## config.mk

```make
export PLATFORM = sky130hd
export DESIGN_NAME = jk_counter_reg
export DESIGN_NICKNAME = d
export VERILOG_FILES = /design/src/rtl/jk_counter_reg.sv
export SDC_FILE = /design/constraint.sdc
export NUM_CORES = 1
export LEC_CHECK = 0
export ABC_AREA = 1
export CORE_MARGIN = 8
export CORE_UTILIZATION = 40
export CTS_BUF_LIST = sky130_fd_sc_hd__clkbuf_8
export CTS_CLUSTER_SIZE = 12
export DETAILED_ROUTE_END_ITERATION = 6
export PLACE_DENSITY = 0.76
export RECOVER_POWER = 100
export SLEW_MARGIN = 20
export SYNTH_ARGS = -nofsm -noshare
export SYNTH_HDL_FRONTEND = slang
export SYNTH_SLANG_ARGS = --single-unit
```

## constraint.sdc

```tcl
create_clock -name clk -period 2 [get_ports clk]
set_input_delay 0.4 -clock clk [delete_from_list [all_inputs] [get_ports clk]]
set_output_delay 0.4 -clock clk [all_outputs]
set_load 0.1 [all_outputs]
```

## src/rtl/jk_counter_reg.sv

```systemverilog
// jk_counter_reg
//   WIDTH-bit register with per-bit JK control, modulo up/down counting,
//   clamped parallel load and a registered terminal-count pulse.
//
//   Ports:
//     clk    rising-edge clock
//     reset  asynchronous active-low reset (q = RESET_VAL, tc = 0)
//     en     advance enable; low holds q and clears tc on the next edge
//     mode   00 JK, 01 up, 10 down, 11 load
//     j, k   per-bit JK controls (JK mode only)
//     d      parallel load data (load mode only, clamped to MODULUS-1)
//     q      registered state
//     tc     registered terminal-count pulse (one cycle per wrap)
//     zero   combinational (q == 0)
module jk_counter_reg #(
    parameter int unsigned      WIDTH     = 4,
    parameter longint unsigned  MODULUS   = 16,
    parameter longint unsigned  RESET_VAL = 0
) (
    input  logic             clk,
    input  logic             reset,
    input  logic             en,
    input  logic [1:0]       mode,
    input  logic [WIDTH-1:0] j,
    input  logic [WIDTH-1:0] k,
    input  logic [WIDTH-1:0] d,
    output logic [WIDTH-1:0] q,
    output logic             tc,
    output logic             zero
);

    typedef enum logic [1:0] {
        MODE_JK   = 2'b00,
        MODE_UP   = 2'b01,
        MODE_DOWN = 2'b10,
        MODE_LOAD = 2'b11
    } mode_t;

    // MODULUS may equal 2**WIDTH, so it is only held in WIDTH+1 bits.
    localparam logic [WIDTH:0]   MOD_EXT = (WIDTH+1)'(MODULUS);
    localparam logic [WIDTH-1:0] MAX_Q   = WIDTH'(MODULUS - 1);
    localparam logic [WIDTH-1:0] RST_Q   = WIDTH'(RESET_VAL);

    mode_t            mode_e;
    logic [WIDTH-1:0] q_r;
    logic [WIDTH-1:0] q_nxt;
    logic             tc_r;
    logic             tc_nxt;

    assign mode_e = mode_t'(mode);

    always_ff @(posedge clk or negedge reset) begin
        if (!reset) begin
            q_r  <= RST_Q;
            tc_r <= 1'b0;
        end else begin
            q_r  <= q_nxt;
            tc_r <= tc_nxt;
        end
    end

    always_comb begin
        q_nxt  = q_r;
        tc_nxt = 1'b0;
        if (en) begin
            unique case (mode_e)
                // set where J and Q is low, keep where K is low and Q is high;
                // JK=11 therefore toggles, JK=00 holds
                MODE_JK: q_nxt = (j & ~q_r) | (~k & q_r);
                // >= rather than == so an out-of-range JK result wraps too
                MODE_UP: begin
                    if (q_r >= MAX_Q) begin
                        q_nxt  = '0;
                        tc_nxt = 1'b1;
                    end else begin
                        q_nxt = q_r + WIDTH'(1);
                    end
                end
                MODE_DOWN: begin
                    if ((q_r == '0) || (q_r > MAX_Q)) begin
                        q_nxt  = MAX_Q;
                        tc_nxt = 1'b1;
                    end else begin
                        q_nxt = q_r - WIDTH'(1);
                    end
                end
                MODE_LOAD: begin
                    if ({1'b0, d} < MOD_EXT) q_nxt = d;
                    else                     q_nxt = MAX_Q;
                end
                default: ;
            endcase
        end
    end

    assign q    = q_r;
    assign tc   = tc_r;
    assign zero = (q_r == '0);

endmodule

```

==> summary.txt <==
Die
  – Die Width: 52.7 µm
  – Core Region: 1280 µm²
  – DIE AREA: 2780 µm²
  – Io pins: 23
  – Initial core utilization: 0.420
  – FP Rows: 13
  – Height of the die: 52.7 µm

Placement
  – Dpl ws: 182 ps
  – Final Wtd Congestion: 0.932
  – Port Buffers: 22
  – Post-DP HPWL: 1220 µm

Min path
  – Hold Path Class: input port to asynchronous set/reset pin

STA
  – Final Max Slew Viols: 0
  – Final Hold Viols: 0
  – Period Utilization, post-route: 0.935
  – Clock Skew: 3.55 ps
  – Fin crit period: 1870 ps
  – RSZ-0062 raised after global routing: false
  – Fmax: 0.535 GHz
  – Hold_ws: 465 ps
  – Relative slew slack: 0.619
  – PnR worst setup slack: 129 ps
  – Slew @ Worst Pin: 571 ps
  – Fin Setup TNS: 0 ps
  – Setup Viol. Count Final: 0

Yosys
  – Yosys warns: 0
  – Syn nets: 105
  – Post-synthesis simple-gate area fraction: 0.320
  – Sequential area share after synthesis: 0.232
  – Distinct cell type count after synthesis: 16
  – Synth Register Bits: 5
  – Synth Instances: 82
  – Mux cell area share after synthesis: 0
  – Post-synthesis compound-gate area fraction: 0.183
  – Avg Inst Size Synth: 6.58 µm²
  – Xor/xnor cell area share of the yosys netlist: 0
  – Mapped Area: 539 µm²
  – Post-Synth Adder-Cell Area: 0.139
  – Largest family of logic cells by synthesized area: simple AND/OR/NAND/NOR gates

Clocking
  – Post_cts resized: 0
  – Clock Latency Late Sink: 220 ps
  – CTS Buf Count: 3
  – Sinks on the clock net: 5
  – Hold buffer count at cts: 0
  – CTS H-tree depth: 1
  – CTS root buf: clkbuf_8
  – Clock-pin slew on the worst setup and hold paths: 40 ps
  – CTS tree: built
  – Clock tree buffer depth: 2
  – Post-CTS Setup Bufs: 0

Worst setup path
  – WP data arrival: 1470 ps
  – Worst setup EP type: output pin
  – Reg-to-reg slack, setup: 470 ps
  – Reg2reg path depth: 6
  – R2R Path End: q[2]
  – Setup crit end: zero
  – Crit path required time: 1600 ps
  – Max Fanout on Critical Path: 6
  – Origin of the worst setup path: q[1]
  – Reg2reg start: q[0]
  – Worst Setup Start Kind: flip-flop
  – Setup CP Type: flip-flop to output pin

Power and ir drop
  – Leak: 0.420 nW
  – Peak VDD IR: 0.347 mV
  – Pwr/cell area: 812 nW/µm²

Drt
  – Vias: 619
  – Drt pass-1 iters: 4
  – Drt drc: 0
  – Final ANT Viol Nets: 0
  – Via/cell ratio: 5.12
  – Routed wire length: 1500 µm
  – Avg WL per Cell: 12.4 µm
  – Initial DRC Count: 21

Layout
  – Area grow syn2layout: 60.6%
  – Leading cell type in the layout, fill and taps excluded: nand2_1
  – Ant diodes: 0
  – Nets: 130
  – Share of cells above drive strength 1: 0.160
  – Commonest cells after routing, fill and taps aside: nand2_1, clkdlybuf4s50_1, inv_1
  – Fill cell count: 111

Global routing
  – Vias in the first global route: 533
  – Grt total ovfl: 0
  – Initial antenna violation count: 0
  – Total GRT Usage: 0.110
  – Largest net degree at the start of global routing: 14
  – Wire length of the first global-routing pass: 2300 µm

Outcome
  – Status: completed

Job
  – MaxCap Viol Count: 0
-- through the flow --
stage | area (µm²) | total power, mW | cells | utilization
5_1_grt | 866 | 0.737 | 121 | 0.674
4_1_cts | 887 | 0.716 | 121 | 0.690
3_3_place_gp | 842 | 0.528 | 117 | 0.655
6_report | 866 | 0.703 | 121 | 0.674
3_5_place_dp | 842 | 0.529 | 117 | 0.655
2_1_floorplan | 578 | 0.404 | 82 | -
-- critical path: stages (launching register included) --
cell,delay (ps)
dfrtp_1,500
inv_4,140
ha_4,160
inv_2,40
nor3_4,160
buf_6,240
-- logic make-up (layout without fill, tap and decap cells) --
| family | after synthesis | count (layout) |
|---|---|---|
| AND/OR/NAND/NOR | 39 | 39 |
| AO/OA/AOI/OAI | 18 | 18 |
| buffers and inverters | 14 | 38 |
| adder cells (fa/ha/maj) | 6 | 6 |
| flip-flops | 5 | 5 |
-- per-layer routing --
layer	GRT usage	wire length, µm
met5	0	0
met2	0.172	692
met3	0.0369	152
met4	0.0690	24
met1	0.125	629
-- synth_stat cells, drive strengths merged --
master | n | share of area
a21oi | 9 | 0.090
a22oi | 2 | 0.028
buf | 2 | 0.042
dfrtp | 5 | 0.23
ha | 6 | 0.14
inv | 12 | 0.084
nand2 | 23 | 0.16
nand3 | 8 | 0.074
nand4 | 2 | 0.023
nor2 | 4 | 0.042
nor3 | 1 | 0.0093
o21ai | 7 | 0.065
or2 | 1 | 0.012
-- how the worst min path moves through the flow --
| stage | start | to | slack, ps | depth (start not counted) |
|---|---|---|---|---|
| after floorplan | reset | q[2] | 100 | 0 |
| after global placement | reset | q[1] | 630 | 1 |
| after detailed placement | reset | tc | 630 | 1 |
| after CTS | reset | q[1] | 400 | 1 |
| after global routing | reset | q[3] | 490 | 1 |
| final | reset | q[3] | 460 | 1 |
-- sequential cells by signal, indices dropped and copies added (netlist names) --
signal  flops
tc          1
q           4
-- cell type report --
class	count	area [µm²]	share of cell area
multi-input combinational	63	370	0.428
timing repair buffer	22	256	0.296
sequential	5	125	0.145
inverter	12	50.0	0.0578
clock buffer	3	41.3	0.0477
tap	15	18.8	0.0217
clock inverter	1	3.75	0.00434
-- power by group --
part / internal (mW) / leakage [nW] / switching, mW
combinational: 0.142 / 0.332 / 0.208
clock: 0.132 / 0.0269 / 0.0540
sequential: 0.115 / 0.0611 / 0.0518
total: 0.389 / 0.420 / 0.314
Note: power is estimated with default switching activity, not from simulation.
